[src/rtl/pwm_cap_pkg.sv]
// ============================================================================
// Module   : pwm_cap_pkg
// Purpose  : Register map, bit positions and FSM encoding for apb_pwm_cap.
// Revision : 1.0
// ============================================================================
`default_nettype none

package pwm_cap_pkg;

    localparam logic [7:0] c_off_ctrl    = 8'h40;
    localparam logic [7:0] c_off_status  = 8'h44;
    localparam logic [7:0] c_off_period  = 8'h48;
    localparam logic [7:0] c_off_high    = 8'h4C;
    localparam logic [7:0] c_off_timeout = 8'h50;

    localparam int c_ctrl_en      = 0;
    localparam int c_ctrl_irq_en  = 1;
    localparam int c_ctrl_oneshot = 2;

    localparam int c_st_valid = 0;
    localparam int c_st_ovr   = 1;
    localparam int c_st_tmo   = 2;

    localparam logic [31:0] c_cnt_max = 32'hFFFF_FFFF;

    typedef enum logic [2:0] {
        ST_IDLE = 3'd0,
        ST_ARM  = 3'd1,
        ST_HI   = 3'd2,
        ST_LO   = 3'd3,
        ST_DONE = 3'd4
    } cap_state_t;

endpackage

`default_nettype wire

[src/rtl/pwm_cap_sync.sv]
// ============================================================================
// Module   : pwm_cap_sync
// Purpose  : Multi-flop synchronizer plus history flop with rise/fall strobes.
// Revision : 1.0
// ============================================================================
`default_nettype none

module pwm_cap_sync #(
    parameter int SYNC_STAGES = 2
) (
    input  logic clk,
    input  logic rst_n,
    input  logic cap_in,
    output logic rise,
    output logic fall
);

    logic [SYNC_STAGES-1:0] r_sync;
    logic                   r_s_d;
    logic                   w_s;

    assign w_s = r_sync[SYNC_STAGES-1];

    always_ff @(posedge clk) begin
        if (!rst_n) begin
            r_sync <= '0;
            r_s_d  <= 1'b0;
        end else begin
            r_sync <= {r_sync[SYNC_STAGES-2:0], cap_in};
            r_s_d  <= w_s;
        end
    end

    assign rise = w_s & ~r_s_d;
    assign fall = ~w_s & r_s_d;

endmodule

`default_nettype wire

[src/rtl/apb_pwm_cap.sv]
// ============================================================================
// Module   : apb_pwm_cap
// Purpose  : APB input-capture measuring high time and period of a waveform.
// Revision : 1.0
// ============================================================================
`default_nettype none

module apb_pwm_cap
    import pwm_cap_pkg::*;
#(
    parameter int SYNC_STAGES = 2
) (
    input  logic        apb_pclk,
    input  logic        apb_prstn,
    input  logic        apb_psel,
    input  logic [31:0] apb_paddr,
    input  logic        apb_penable,
    input  logic        apb_pwrite,
    input  logic [31:0] apb_pwdata,
    output logic [31:0] apb_prdata,
    input  logic        cap_in,
    output logic        irq
);

    logic [2:0]  r_ctrl;
    logic [2:0]  r_status;
    logic [31:0] r_period;
    logic [31:0] r_high;
    logic [31:0] r_timeout;
    logic [31:0] r_cnt;
    logic [31:0] r_hi_tmp;
    cap_state_t  r_state;

    logic        w_rise;
    logic        w_fall;
    logic        w_wr;
    logic [7:0]  w_addr;
    logic [31:0] w_cnt_inc;
    logic        w_tmo_evt;
    logic        w_done;
    logic [2:0]  w_status_clr;
    logic [2:0]  w_status_set;
    logic        w_unused_paddr;

    pwm_cap_sync #(
        .SYNC_STAGES (SYNC_STAGES)
    ) u_sync (
        .clk    (apb_pclk),
        .rst_n  (apb_prstn),
        .cap_in (cap_in),
        .rise   (w_rise),
        .fall   (w_fall)
    );

    assign w_addr         = apb_paddr[7:0];
    assign w_unused_paddr = &{1'b0, apb_paddr[31:8]};
    assign w_wr           = apb_psel & apb_penable & apb_pwrite;
    assign w_cnt_inc      = (r_cnt == c_cnt_max) ? r_cnt : r_cnt + 32'd1;

    // Timeout overrides an edge seen in the same cycle.
    always_comb begin
        w_tmo_evt = r_ctrl[c_ctrl_en] && ((r_state == ST_HI) || (r_state == ST_LO))
                    && (r_timeout != 32'd0) && (r_cnt == r_timeout);
        w_done    = r_ctrl[c_ctrl_en] && (r_state == ST_LO) && !w_tmo_evt && w_rise;
    end

    always_comb begin
        w_status_clr = 3'b000;
        if (w_wr && (w_addr == c_off_status)) begin
            w_status_clr = apb_pwdata[2:0];
        end
        w_status_set             = 3'b000;
        w_status_set[c_st_valid] = w_done;
        w_status_set[c_st_ovr]   = w_done & r_status[c_st_valid];
        w_status_set[c_st_tmo]   = w_tmo_evt;
    end

    always_ff @(posedge apb_pclk) begin
        if (!apb_prstn) begin
            r_ctrl    <= 3'b000;
            r_timeout <= 32'd0;
            r_status  <= 3'b000;
        end else begin
            if (w_wr && (w_addr == c_off_ctrl)) begin
                r_ctrl <= apb_pwdata[2:0];
            end
            if (w_wr && (w_addr == c_off_timeout)) begin
                r_timeout <= apb_pwdata;
            end
            r_status <= (r_status & ~w_status_clr) | w_status_set;
        end
    end

    always_ff @(posedge apb_pclk) begin
        if (!apb_prstn) begin
            r_state  <= ST_IDLE;
            r_cnt    <= 32'd0;
            r_hi_tmp <= 32'd0;
            r_period <= 32'd0;
            r_high   <= 32'd0;
        end else if (!r_ctrl[c_ctrl_en]) begin
            r_state <= ST_IDLE;
            r_cnt   <= 32'd0;
        end else begin
            case (r_state)
                ST_IDLE: begin
                    r_cnt   <= 32'd0;
                    r_state <= ST_ARM;
                end
                ST_ARM: begin
                    if (w_rise) begin
                        r_cnt   <= 32'd1;
                        r_state <= ST_HI;
                    end
                end
                ST_HI: begin
                    if (w_tmo_evt) begin
                        r_cnt   <= 32'd0;
                        r_state <= ST_ARM;
                    end else begin
                        r_cnt <= w_cnt_inc;
                        if (w_fall) begin
                            r_hi_tmp <= r_cnt;
                            r_state  <= ST_LO;
                        end
                    end
                end
                ST_LO: begin
                    if (w_tmo_evt) begin
                        r_cnt   <= 32'd0;
                        r_state <= ST_ARM;
                    end else if (w_done) begin
                        r_period <= r_cnt;
                        r_high   <= r_hi_tmp;
                        r_cnt    <= 32'd1;
                        r_state  <= r_ctrl[c_ctrl_oneshot] ? ST_DONE : ST_HI;
                    end else begin
                        r_cnt <= w_cnt_inc;
                    end
                end
                ST_DONE: begin
                    r_cnt <= 32'd0;
                end
                default: begin
                    r_cnt   <= 32'd0;
                    r_state <= ST_IDLE;
                end
            endcase
        end
    end

    always_comb begin
        apb_prdata = 32'd0;
        if (apb_psel && !apb_pwrite) begin
            case (w_addr)
                c_off_ctrl:    apb_prdata = {29'd0, r_ctrl};
                c_off_status:  apb_prdata = {29'd0, r_status};
                c_off_period:  apb_prdata = r_period;
                c_off_high:    apb_prdata = r_high;
                c_off_timeout: apb_prdata = r_timeout;
                default:       apb_prdata = 32'd0;
            endcase
        end
    end

    assign irq = r_ctrl[c_ctrl_irq_en] & (|r_status);

endmodule

`default_nettype wire

[config.mk]
export PLATFORM = sky130hd
export DESIGN_NAME = apb_pwm_cap
export DESIGN_NICKNAME = d
export VERILOG_FILES = /design/src/rtl/pwm_cap_pkg.sv /design/src/rtl/pwm_cap_sync.sv /design/src/rtl/apb_pwm_cap.sv
export SDC_FILE = /design/constraint.sdc
export NUM_CORES = 1
export LEC_CHECK = 0
export ABC_AREA = 1
export CORE_AREA = 10 10 137 126
export DETAILED_ROUTE_END_ITERATION = 8
export DIE_AREA = 0 0 147 136
export MAX_ROUTING_LAYER = met4
export PLACE_DENSITY_LB_ADDON = 0.08
export SLEW_MARGIN = 20
export SYNTH_ARGS = -nofsm -noshare
export SYNTH_HDL_FRONTEND = slang
export SYNTH_SLANG_ARGS = --single-unit
[constraint.sdc]
create_clock -name apb_pclk -period 4.77 [get_ports apb_pclk]
set_clock_uncertainty 0.1 [all_clocks]
set_input_delay 0.7155 -clock apb_pclk [delete_from_list [all_inputs] [get_ports apb_pclk]]
set_output_delay 0.7155 -clock apb_pclk [all_outputs]
set_load 0.05 [all_outputs]
# Word-level counts from Yosys, hierarchy flattened
# Index checks and enable logic that the tools add are counted.
# totals
ff_bits	172
in_bits	70
# op_classes
reduce_logical	20
bitwise	13
muxes	16
eq_ne	14
n_addsub	1
# ops
operator	n
$mux 32	6
$pmux 32 s5	1
$pmux 32 s3	1
$eq 8x7->1 const B	5
$add 32x1->32 const B	1
$eq 32x32->1	1
$eq 32x32->1 const B	1
$reduce_bool 32->1	1
$mux 3	7
$pmux 3 s5	1
$reduce_and 4->1	3
$logic_and 1x1->1	10
$and 1x1->1	6
$eq 3x2->1 const B	2
$not 1->1	4
$and 3x3->3	1
$eq 3x1->1 const B	1
$eq 3x3->1 const B	1
$logic_not 3->1	1
$ne 3x2->1 const B	1
$ne 3x3->1 const B	1
$not 3->3	1
$or 3x3->3	1
$reduce_or 3->1	1
4 further kinds	5

# Logic depth before layout (Yosys ltp)
# Gate-level depths: netlist of run 1.
# logic_depth
depth_word	11
mapped_depth	16

# By module
# A second synthesis of run 1 with hierarchy kept.
# hier_totals
hier_cells	1271
hier_area_um2	8728.4
# by_module_without_submodules
module	seq_area_each_um2	n_inst	cells_per_inst	area_each_um2
apb_pwm_cap	3383.2	1	1258	8628.3
pwm_cap_sync	60.1	1	13	100.1

# Worst setup path after synthesis of run 1
# OpenSTA, ideal clock, no wires.
# synth_timing
kind	input-to-output
startpoint	input apb_paddr[5]
endpoint	output apb_prdata[19]
path_buffers	2
arrival_time_ns	2.630
path_slack_ns	1.325
stages	9
cell_sequence	nor2_1 > nand2_1 > nor2_1 > nand2_1 > nor3_1 > buf_2 > buf_2 > nand2_1 > a31oi_1
# synth_between
elab_chain_len	3
# synth_lines
element	line	rtl
from (decl)	apb_pwm_cap.sv:16	input logic [31:0] apb_paddr,
$eq 8x7->1	apb_pwm_cap.sv:155	case (w_addr)
$pmux 32 s5 *	apb_pwm_cap.sv:155	
$mux 32 *	apb_pwm_cap.sv:154	if (apb_psel && !apb_pwrite) begin
to (decl)	apb_pwm_cap.sv:20	output logic [31:0] apb_prdata,
# Every way passes the cells marked *; elsewhere a longest branch is shown, timed or not.

# Worst setup path after layout of run 1
# layout_timing
startpoint	input apb_paddr[2]
endpoint	output apb_prdata[8]
# The elaborated chain is that of the path after synthesis.

==> parameters.txt, run 1 <==
Parameter                              Value

Synth
  Leading post-synthesis cells by cell area ... sky130_fd_sc_hd__dfxtp_1, sky130_fd_sc_hd__a21oi_1, sky130_fd_sc_hd__nand2_1
  Proportion of synthesized flip-flops having asynchronous set or reset ... 0%
  Top cell type's share of synthesized area ... approximately two fifths
  Number of enable flip-flop cells after synthesis ... 0
  Register bit total from synthesis ... between 150 and 200
  Dominant cell type by area after synthesis ... sky130_fd_sc_hd__dfxtp_1
  Post-synthesis cell type count ... 39
  Summed instance area of the synthesized netlist ... 8460 um^2
  Synthesized netlist net count ... between 1000 and 1500
  Number of warning messages in the yosys log ... 0
  Seq/Total Area, Yosys ... approximately two fifths
  Gate count after technology mapping ... roughly 1200
  Mean instance size in the synthesized netlist ... ~6.9 um^2
  Top flip-flop cell by instance count after synthesis ... sky130_fd_sc_hd__dfxtp_1

Drt
  Routed length on met2 ... 11400 um
  Met3 routed wirelength ... about 1900 um
  Remaining number of nets flagged by the antenna check after routing ... 0
  Average wire per cell in the routed design ... ~17 um
  M1 wire length ... 11700 um
  Highest signal layer in the routed design ... met4
  Post-detailed-route DRC marker count ... 0
  Detailed Route WL ... ~25000 um
  Number of DRC markers in iteration 0 ... roughly 840
  Total number of vias ... 8151
  Per-cell via count in the routed design ... between 5 and 6
  Drt first pass iters ... 5

CTS
  Clock tree from TritonCTS ... done
  Post-cts sizing count ... 0
  Count of H-tree levels built during CTS ... 4
  Clock tree sinks ... between 150 and 200
  CTS root buf ... sky130_fd_sc_hd__clkbuf_16
  Worst skew pair latency ... around 0.43 ns
  Hold-fix buffer count after cts ... 0
  Buffers from clock root to sink, at most ... 2
  Post-CTS setup repair buffer count ... 0
  Clock buffers created by TritonCTS ... 17
  Clk pin slew, worst setup/hold paths ... 0.06 ns

STA
  Relative slew slack ... about two fifths
  Top achievable clock speed ... approximately 0.23 GHz
  Min Tclk post-route ... 4.28 ns
  Slew at the pin closest to its max-slew limit ... 0.905 ns
  Count of final max-slew check failures ... 0
  Sum of negative setup slack ... 0 ns
  Setup repair after global routing missed its margin ... false
  Tightest hold margin ... ~0.33 ns
  Endpoints failing hold ... 0
  Final worst-path cycle share ... between 80% and 90%
  Setup Viol. Count Final ... 0

Outcome
  Run status ... complete, no violations

Final layout
  Final-stage net count ... ~1300
  Ratio of cells with drive above 1 in the final layout ... around 8.1%
  Layout-stage area growth over the synthesis result ... 19.3%
  Diodes inserted ... 0

Die
  Die ar. ... 20000 um^2
  Count of boundary I/O pins ... just over 100
  Floorplan die height ... ~140 um
  Width of the chip ... between 100 and 150 um
  Number of rows created at floorplan ... between 40 and 50
  Starting density of the core ... about three fifths
  Core area ... about 14000 um^2

Global routing
  Initial antenna violation count ... 0
  Overall Global Routing Usage ... 25.8%
  Vias in the first global route ... between 7000 and 8000
  Global-route wire length before repair ... approximately 40000 um
  Maximum number of pins on one net before global-route repair ... 87
  Final global-route overflow total ... 0

Power
  Power density cells ... just under 300 nW/um^2
  Leak Pwr ... between 3 and 4 nW
  Worst vdd ir ... between 0.0003 and 0.0004 V
  Final Total Pwr ... 0.00298 W

Worst setup path
  Crit start category ... input port
  Worst r2r src ... r_cnt[24]
  Crit path arrival time ... 3.46 ns
  Crit-path max FO ... 19
  Setup CP Type ... input port to primary output
  Crit. End Element ... primary output
  Endpoint required time on the critical path ... ~4.0 ns
  R2R cell count ... 10
  Worst R2R Setup Slack ... around 1.8 ns
  Crit Reg-Reg Endpoint ... r_period[25]

Place
  Buffers on Ports ... 78
  Detailed Place HPWL ... ~18000 um
  RePlAce Congestion ... around 1

Hold path
  Worst min-delay path category ... flop to flop
  Worst hold endpoint ... u_sync.r_s_d
  Worst hold path depth ... 2
  Start point of the worst hold path ... u_sync.r_sync[1]

Flow run
  Max cap viols ... 0
==> cells in the mapped netlist (all sizes together) (6+ instances only) <==
master  instances
nand4          12
nand2         223
buf            44
a21oi         189
inv           162
nor3           17
nand3          42
clkbuf         35
xnor2          19
nor2          103
o21ai         136
a22oi           6
dfxtp         172
o22ai          24
xor2           21
==> routing by layer <==
layer	track usage (%)	vias to the layer above
li1	-	4015
met1	34.5	3786
met2	39.3	311
met3	5.48	39
met4	6.33	0
met5	-	-
==> worst max path at each step <==
stage / startpoint / to / slack [ns]
after floorplan: apb_paddr[5] / apb_prdata[19] / 1.32
after global placement: apb_paddr[2] / apb_prdata[8] / 0.55
after detailed placement: apb_paddr[2] / apb_prdata[8] / 0.52
after CTS: apb_paddr[2] / apb_prdata[8] / 0.52
after global routing: apb_paddr[2] / apb_prdata[28] / 0.23
final: apb_paddr[2] / apb_prdata[8] / 0.49
==> per-stage QoR <==
step / util [%] / instances / instance area (um^2) / setup slack, ns
2_1_floorplan: - / 1221 / 8460 / 1.32
3_3_place_gp: 65.7 / 1429 / 9490 / 0.555
3_5_place_dp: 65.7 / 1429 / 9490 / 0.524
4_1_cts: 69.8 / 1459 / 10100 / 0.520
5_1_grt: 69.9 / 1459 / 10100 / 0.229
6_report: 69.9 / 1459 / 10100 / 0.491
==> area by class of cell <==
| type | instances | area (um^2) |
|---|---|---|
| tap | 198 | 248 |
| clock inverter | 10 | 165 |
| timing repair buffer | 89 | 1180 |
| sequential | 172 | 3440 |
| inverter | 164 | 617 |
| multi-input combinational | 806 | 4010 |
| clock buffer | 20 | 437 |
| fill | 1256 | 4350 |
==> critical path: stages <==
cell,delay [ns]
sky130_fd_sc_hd__clkdlybuf4s50_1,0.55
sky130_fd_sc_hd__nor2_1,0.06
sky130_fd_sc_hd__nand2_1,0.06
sky130_fd_sc_hd__inv_1,0.05
sky130_fd_sc_hd__nand2_1,0.48
sky130_fd_sc_hd__clkinv_1,0.75
sky130_fd_sc_hd__a22oi_1,0.34
sky130_fd_sc_hd__o21ai_0,0.14
sky130_fd_sc_hd__nand2_1,0.10
sky130_fd_sc_hd__inv_1,0.07
sky130_fd_sc_hd__buf_12,0.14
==> report_power, final <==
group          switching (W)  internal (W)
clock network       0.000584      0.000873
logic              0.0000409     0.0000433
registers        0.000000607       0.00144
==> state kept, by name, summed over array words and instances (netlist names) <==
| signal | cells |
|---|---|
| u_sync.r_s_d | 1 |
| r_high | 32 |
| u_sync.r_sync | 2 |
| r_cnt | 32 |
| r_ctrl | 3 |
| r_timeout | 32 |
| r_period | 32 |
| r_state | 3 |
| r_status | 3 |
| r_hi_tmp | 32 |
==> cells by family after synthesis <==
| kind of cell | synth area share [%] |
|---|---|
| AND/OR/NAND/NOR | 20.5 |
| AO/OA/AOI/OAI | 22.4 |
| XOR/XNOR | 4.14 |
| adder cells (fa/ha/maj) | 0.148 |
| flip-flops | 40.7 |
| buffers and inverters | 12.1 |
==> cell usage in the layout, fill, tap and decap left out, drive strengths merged, types with 3 or more instances in the layout <==
cell type and instances:
dfxtp 172, buf 44, inv 163, xnor2 19, clkdlybuf4s50 45, o22ai 24, nand4 12, nand2 223
nand3 42, clkinv 4, nor3 17, a22oi 6, xor2 21, bufinv 4, o21ai 136, clkbuf 20
a31oi 5, a21oi 189, clkinvlp 3, nor2 103
(Power assumes the default switching activity.)
==> run 2: changes to the inputs <==
--- a/config.mk
+++ b/config.mk
@@ -6,11 +6,12 @@
 export NUM_CORES = 1
 export LEC_CHECK = 0
 export ABC_AREA = 1
-export CORE_AREA = 10 10 137 126
+export CORE_AREA = 2 2 129 118
 export DETAILED_ROUTE_END_ITERATION = 8
-export DIE_AREA = 0 0 147 136
+export DIE_AREA = 0 0 131 120
 export MAX_ROUTING_LAYER = met4
 export PLACE_DENSITY_LB_ADDON = 0.08
+export SETUP_SLACK_MARGIN = 0.15
 export SLEW_MARGIN = 20
 export SYNTH_ARGS = -nofsm -noshare
 export SYNTH_HDL_FRONTEND = slang
==> run 2 against run 1 <==
Global-route usage increased by 7.5 points. Critical endpoint is now apb_prdata[6]. Routed wire length fell by 2.4%. First-iteration DRC count decreased by 0.84%. Largest cell class unchanged. Critical path depth did not move. Worst setup slack got worse by 0.022 ns. Sequential power about the same. Clock power is 6% higher. Clock-buffer cell count unchanged. Combinational power about the same. Sequential cell count unchanged. Final area is 0.53% higher. Final cell count is 0.14% higher.
==> parameters.txt, run 2 (synthesized netlist as in run 1, its figures left out) <==
Parameter                              Value

Outcome
  Run status ... complete, no violations

Power
  Power density cells ... 302 nW/um^2 (+2.5%)
  Leak Pwr ... 3.68 nW (+0.60%)
  Worst vdd ir ... 0.000255 V (-19%)

Global routing
  Initial antenna violation count ... 0 (unchanged)
  Global-route wire length before repair ... 39400 um (-2.3%)
  Maximum number of pins on one net before global-route repair ... 70 (-20%)
  Final global-route overflow total ... 0 (unchanged)
  Vias in the first global route ... 7392 (-0.34%)
  Overall Global Routing Usage ... 33.4% (+7.5 points)

Drt
  Post-detailed-route DRC marker count ... 0 (unchanged)
  Remaining number of nets flagged by the antenna check after routing ... 0 (unchanged)
  Total number of vias ... 8106 (-0.55%)
  Per-cell via count in the routed design ... 5.55 (-0.69%)
  Detailed Route WL ... 24800 um (-2.4%)
  Average wire per cell in the routed design ... 16.9 um (-2.6%)
  Number of DRC markers in iteration 0 ... 831 (-0.84%)
  Drt first pass iters ... 7 (+2)

CTS
  Worst skew pair latency ... 0.43 ns (about the same)
  Hold-fix buffer count after cts ... 0 (unchanged)
  Post-cts sizing count ... 0 (unchanged)
  Clock buffers created by TritonCTS ... 17 (unchanged)
  Clock tree from TritonCTS ... done
  Clock tree sinks ... 172 (unchanged)
  Clk pin slew, worst setup/hold paths ... 0.07 ns (about the same)
  Buffers from clock root to sink, at most ... 2 (unchanged)
  Post-CTS setup repair buffer count ... 0 (unchanged)
  CTS root buf ... sky130_fd_sc_hd__clkbuf_16
  Count of H-tree levels built during CTS ... 4 (unchanged)

STA
  Top achievable clock speed ... 0.233 GHz (-0.50%)
  Final worst setup slack ... 0.469 ns (-0.0216 ns)
  Count of final max-slew check failures ... 0 (unchanged)
  Setup Viol. Count Final ... 0 (unchanged)
  Relative slew slack ... 39.2% (-0.40 points)
  Slew at the pin closest to its max-slew limit ... 0.912 ns (+0.00700 ns)
  Min Tclk post-route ... 4.30 ns (+0.0216 ns)
  Setup repair after global routing missed its margin ... false
  Endpoints failing hold ... 0 (unchanged)
  Sum of negative setup slack ... 0 ns (unchanged)
  Final worst-path cycle share ... 90.2% (+0.45 points)

Flow run
  Max cap viols ... 0 (unchanged)

Die
  Starting density of the core ... 58.6% (unchanged)
  Floorplan die height ... 120 um (-12%)
  Die ar. ... 15700 um^2 (-21%)
  Number of rows created at floorplan ... 42 (unchanged)
  Core area ... 14500 um^2 (unchanged)
  Count of boundary I/O pins ... 103 (unchanged)
  Width of the chip ... 131 um (-11%)

Place
  Buffers on Ports ... 78 (unchanged)
  Detailed Place HPWL ... 17100 um (-2.5%)
  RePlAce Congestion ... 0.967 (-1.0%)
  DP Worst Slack ... 0.583 ns (+0.0583 ns)
  Placed cell count ... 1429 (unchanged)

Worst setup path
  Crit path arrival time ... 3.49 ns (+0.03 ns)
  Critical path, cell by cell ... clkdlybuf4s50_1, nor2_1, nand2_1, inv_1, nand2_1, clkinv_1, a22oi_1, o21ai_0, nand2_1, inv_1, buf_12
  Worst-path cell with the longest stage delay ... sky130_fd_sc_hd__clkinv_1
  Crit. End Element ... primary output
  Setup CP Type ... input port to primary output
  Cell type with the highest occurrence count on the critical path ... sky130_fd_sc_hd__nand2_1
  Crit start category ... input port
  Largest delay contributor family on the critical path ... buffers and inverters
  Largest stage delay, worst path ... 0.75 ns (about the same)
  Number of buffer and inverter stages on the critical path ... 5 (unchanged)
  Endpoint required time on the critical path ... 3.95 ns (about the same)
  Crit-path max FO ... 19 (unchanged)

Final layout
  Leading cell type in the layout, fill and taps excluded ... sky130_fd_sc_hd__nand2_1
  Final-stage net count ... 1321 (unchanged)
  Ratio of cells with drive above 1 in the final layout ... 8.31% (+0.22 points)
  Layout-stage area growth over the synthesis result ... 19.9%
  Diodes inserted ... 0 (unchanged)
  Most used cells in the layout excluding fill and tap cells ... sky130_fd_sc_hd__nand2_1, sky130_fd_sc_hd__a21oi_1, sky130_fd_sc_hd__dfxtp_1
  Non-filler instance count after layout ... 1461 (+0.14%)

Hold path
  Worst min-delay path category ... flop to flop
## run 2: cell count changes in the layout (fill, tap and decap cells not counted), sizes merged
cell / delta
bufinv: +1
clkinvlp: +1
## run 2: worst paths after layout
kind / startpoint / end / slack (ns) / depth (start not counted)
worst max-delay path: apb_paddr[2] / apb_prdata[6] / 0.47 / 11
worst min-delay path: u_sync.r_sync[0] / u_sync.r_sync[1] / 0.33 / 2
worst max register to register: r_cnt[24] / r_high[24] / 1.08 / 10
worst min register to register: u_sync.r_sync[0] / u_sync.r_sync[1] / 0.33 / 2
## run 2: report_power, final
group | total, W | internal (W) | switching [W]
clock network | 0.00155 | 0.000950 | 0.000597
registers | 0.00144 | 0.00144 | 0.000000667
logic | 0.0000843 | 0.0000432 | 0.0000411
total | 0.00307 | 0.00243 | 0.000639
## run 2: final cells by class
class / count / area, um^2
fill: 1231 / 4300
multi-input combinational: 806 / 4010
sequential: 172 / 3440
timing repair buffer: 89 / 1180
inverter: 164 / 617
clock buffer: 20 / 447
tap: 198 / 248
clock inverter: 12 / 209
## run 2: worst register-to-register path: stages, from the launching register on
cell and delay, ns:
sky130_fd_sc_hd__dfxtp_1 0.54, sky130_fd_sc_hd__xnor2_1 0.22, sky130_fd_sc_hd__nand2_1 0.08, sky130_fd_sc_hd__nor2_1 0.12
sky130_fd_sc_hd__nand2_1 0.08, sky130_fd_sc_hd__nor2_1 0.19, sky130_fd_sc_hd__nand3_4 0.17, sky130_fd_sc_hd__nand3_2 0.52
sky130_fd_sc_hd__clkinv_2 0.88, sky130_fd_sc_hd__o21ai_0 0.55, sky130_fd_sc_hd__a21oi_1 0.08
## run 2: per-layer routing
metal	GRT usage [%]	up-vias	share of wire (%)
li1	-	4019	-
met1	48.9	3722	46
met2	48.4	327	45
met3	5.04	38	8.0
met4	8.24	0	1.7
met5	-	-	0
## run 2: per-stage QoR
stage               total power [W]  util (%)  cell area (um^2)  hold WS, ns
global route                0.00315      70.2             10200        0.359
CTS                         0.00307      70.2             10100        0.332
floorplan                   0.00151         -              8460        0.290
detailed placement          0.00155      65.7              9490        0.316
global placement            0.00155      65.7              9490        0.299
finish                      0.00307      70.2             10200        0.333
==> run 3: changes to the inputs <==
--- a/config.mk
+++ b/config.mk
@@ -10,7 +10,7 @@
 export DETAILED_ROUTE_END_ITERATION = 8
 export DIE_AREA = 0 0 131 120
 export MAX_ROUTING_LAYER = met4
-export PLACE_DENSITY_LB_ADDON = 0.08
+export PLACE_DENSITY = 0.84
 export SETUP_SLACK_MARGIN = 0.15
 export SLEW_MARGIN = 20
 export SYNTH_ARGS = -nofsm -noshare
==> run 3 against run 2 <==
Sequential share of layout area increased by 0.10 points. Core utilization decreased by 0.21 points. Total power shrank 3.7%. Sequential power hardly changed. Routed wire length shrank 0.83%. First-iteration DRC count grew 19%. Clock power decreased by 8%. Die area stayed put. Sequential cell count unchanged. Register-to-register slack improved by 0.87 ns. Combinational power up 1%.
==> parameters.txt, run 3 (synthesized netlist as in run 1, its figures left out) <==
Parameter                              Value

Drt
  Detailed Route WL ... 24600 um (-0.83%)
  Remaining number of nets flagged by the antenna check after routing ... 0 (unchanged)
  Post-detailed-route DRC marker count ... 0 (unchanged)
  Total number of vias ... 8437 (+4.1%)
  Number of DRC markers in iteration 0 ... 992 (+19%)
  Per-cell via count in the routed design ... 5.77 (+4.0%)
  Average wire per cell in the routed design ... 16.8 um (-0.90%)
  Drt first pass iters ... 5 (-2)

Flow run
  Max cap viols ... 0 (unchanged)

Final layout
  Ratio of cells with drive above 1 in the final layout ... 8.62% (+0.31 points)
  Diodes inserted ... 0 (unchanged)
  Final-stage net count ... 1323 (+0.15%)
  Leading cell type in the layout, fill and taps excluded ... sky130_fd_sc_hd__nand2_1
  Most used cells in the layout excluding fill and tap cells ... sky130_fd_sc_hd__nand2_1, sky130_fd_sc_hd__a21oi_1, sky130_fd_sc_hd__dfxtp_1
  Layout-stage area growth over the synthesis result ... 19.6%
  Cell area after layout ... 10100 um^2 (-0.30%)
  Non-filler instance count after layout ... 1462 (+0.068%)

CTS
  Worst skew pair latency ... 0.43 ns (about the same)
  Count of H-tree levels built during CTS ... 4 (unchanged)
  Buffers from clock root to sink, at most ... 2 (unchanged)
  Clock buffers created by TritonCTS ... 17 (unchanged)
  Post-CTS setup repair buffer count ... 0 (unchanged)
  Hold-fix buffer count after cts ... 0 (unchanged)
  Clock tree from TritonCTS ... done
  Clk pin slew, worst setup/hold paths ... 0.06 ns (about the same)
  Clock tree sinks ... 172 (unchanged)
  Post-cts sizing count ... 0 (unchanged)
  CTS root buf ... sky130_fd_sc_hd__clkbuf_16

Global routing
  Overall Global Routing Usage ... 33.2% (-0.21 points)
  Global-route wire length before repair ... 39700 um (+0.63%)
  Final global-route overflow total ... 0 (unchanged)
  Maximum number of pins on one net before global-route repair ... 79 (+13%)
  Initial antenna violation count ... 0 (unchanged)
  Vias in the first global route ... 7785 (+5.3%)

Worst setup path
  Crit-path max FO ... 19 (unchanged)
  Crit. End Element ... primary output
  Crit start category ... input port
  Endpoint required time on the critical path ... 3.95 ns (about the same)
  Crit path arrival time ... 3.52 ns (+0.03 ns)
  Setup CP Type ... input port to primary output
  R2R cell count ... 11 (+1)

STA
  Count of final max-slew check failures ... 0 (unchanged)
  Final worst-path cycle share ... 90.9% (+0.76 points)
  Setup Viol. Count Final ... 0 (unchanged)
  Endpoints failing hold ... 0 (unchanged)
  Slew at the pin closest to its max-slew limit ... 0.953 ns (+0.0411 ns)
  Relative slew slack ... 36.2% (-3.0 points)
  Top achievable clock speed ... 0.231 GHz (-0.83%)
  Setup repair after global routing missed its margin ... false
  Sum of negative setup slack ... 0 ns (unchanged)
  Min Tclk post-route ... 4.34 ns (+0.0361 ns)

Hold path
  Worst hold path depth ... 2 (unchanged)
  Worst min-delay path category ... flop to flop

Place
  Placed cell count ... 1431 (+0.14%)
  Buffers on Ports ... 78 (unchanged)
  RePlAce Congestion ... 0.978 (+1.1%)
  Cell area after placement ... 9510 um^2 (+0.16%)
  Detailed Place HPWL ... 16600 um (-2.9%)

Die
  Number of rows created at floorplan ... 42 (unchanged)
  Starting density of the core ... 58.6% (unchanged)
  Width of the chip ... 131 um (unchanged)
  Count of boundary I/O pins ... 103 (unchanged)
  Core area ... 14500 um^2 (unchanged)
  Floorplan die height ... 120 um (unchanged)
  Die ar. ... 15700 um^2 (unchanged)

Power
  Power density cells ... 292 nW/um^2 (-3.4%)
  Leak Pwr ... 3.69 nW (+0.23%)
  Final Total Pwr ... 0.00295 W (-3.7%)
  Worst vdd ir ... 0.000285 V (+12%)

Outcome
  Run status ... complete, no violations
==> run 3: changes by cell type in the layout (fill, tap and decap cells not counted), sizes merged <==
cell | before | now
clkinv | 4 | 8
bufinv | 5 | 3
buf | 44 | 46
clkinvlp | 4 | 1
==> run 3: worst max-delay path, stage by stage <==
cell	delay, ns
sky130_fd_sc_hd__clkdlybuf4s50_1	0.54
sky130_fd_sc_hd__nor2_1	0.06
sky130_fd_sc_hd__nand2_1	0.06
sky130_fd_sc_hd__inv_1	0.05
sky130_fd_sc_hd__nand2_1	0.60
sky130_fd_sc_hd__clkinvlp_4	0.66
sky130_fd_sc_hd__a22oi_1	0.33
sky130_fd_sc_hd__o21ai_0	0.16
sky130_fd_sc_hd__nand2_1	0.11
sky130_fd_sc_hd__inv_1	0.07
sky130_fd_sc_hd__buf_12	0.14
==> run 3: area by class of cell <==
type | instances | area, um^2
fillers | 1151 | 4330
multi-input cells | 806 | 4010
flip-flops and latches | 172 | 3440
repair buffers | 91 | 1200
inverters | 164 | 619
clock buffers | 20 | 467
well taps | 198 | 248
clock inverters | 11 | 141
==> run 3: final timing paths <==
path / start / endpoint / slack (ns)
worst max register to register: r_cnt[1] / r_hi_tmp[7] / 1.95
worst min register to register: u_sync.r_sync[0] / u_sync.r_sync[1] / 0.31
worst min-delay path: u_sync.r_sync[0] / u_sync.r_sync[1] / 0.31
worst max-delay path: apb_paddr[2] / apb_prdata[6] / 0.43
==> run 3: power breakdown <==
part           internal, W  leakage, nW  switching (W)
registers          0.00144         1.39    0.000000637
clock network     0.000861        0.306       0.000570
logic            0.0000434         2.00      0.0000420
==> run 3: stage by stage <==
step,setup WS [ns],hold slack [ns],utilization (%)
global placement,0.527,0.295,65.8
finish,0.433,0.311,70.0
floorplan,1.32,0.290,-
global route,0.292,0.353,70.0
CTS,0.406,0.312,70.0
detailed placement,0.411,0.297,65.8
==> run 3: layer usage <==
metal | track usage [%] | part of all wire, % | vias up
li1 | - | - | 4027
met1 | 45.7 | 43 | 3900
met2 | 48.5 | 44 | 446
met3 | 6.55 | 9.8 | 64
met4 | 12.0 | 2.7 | 0
met5 | - | 0 | -
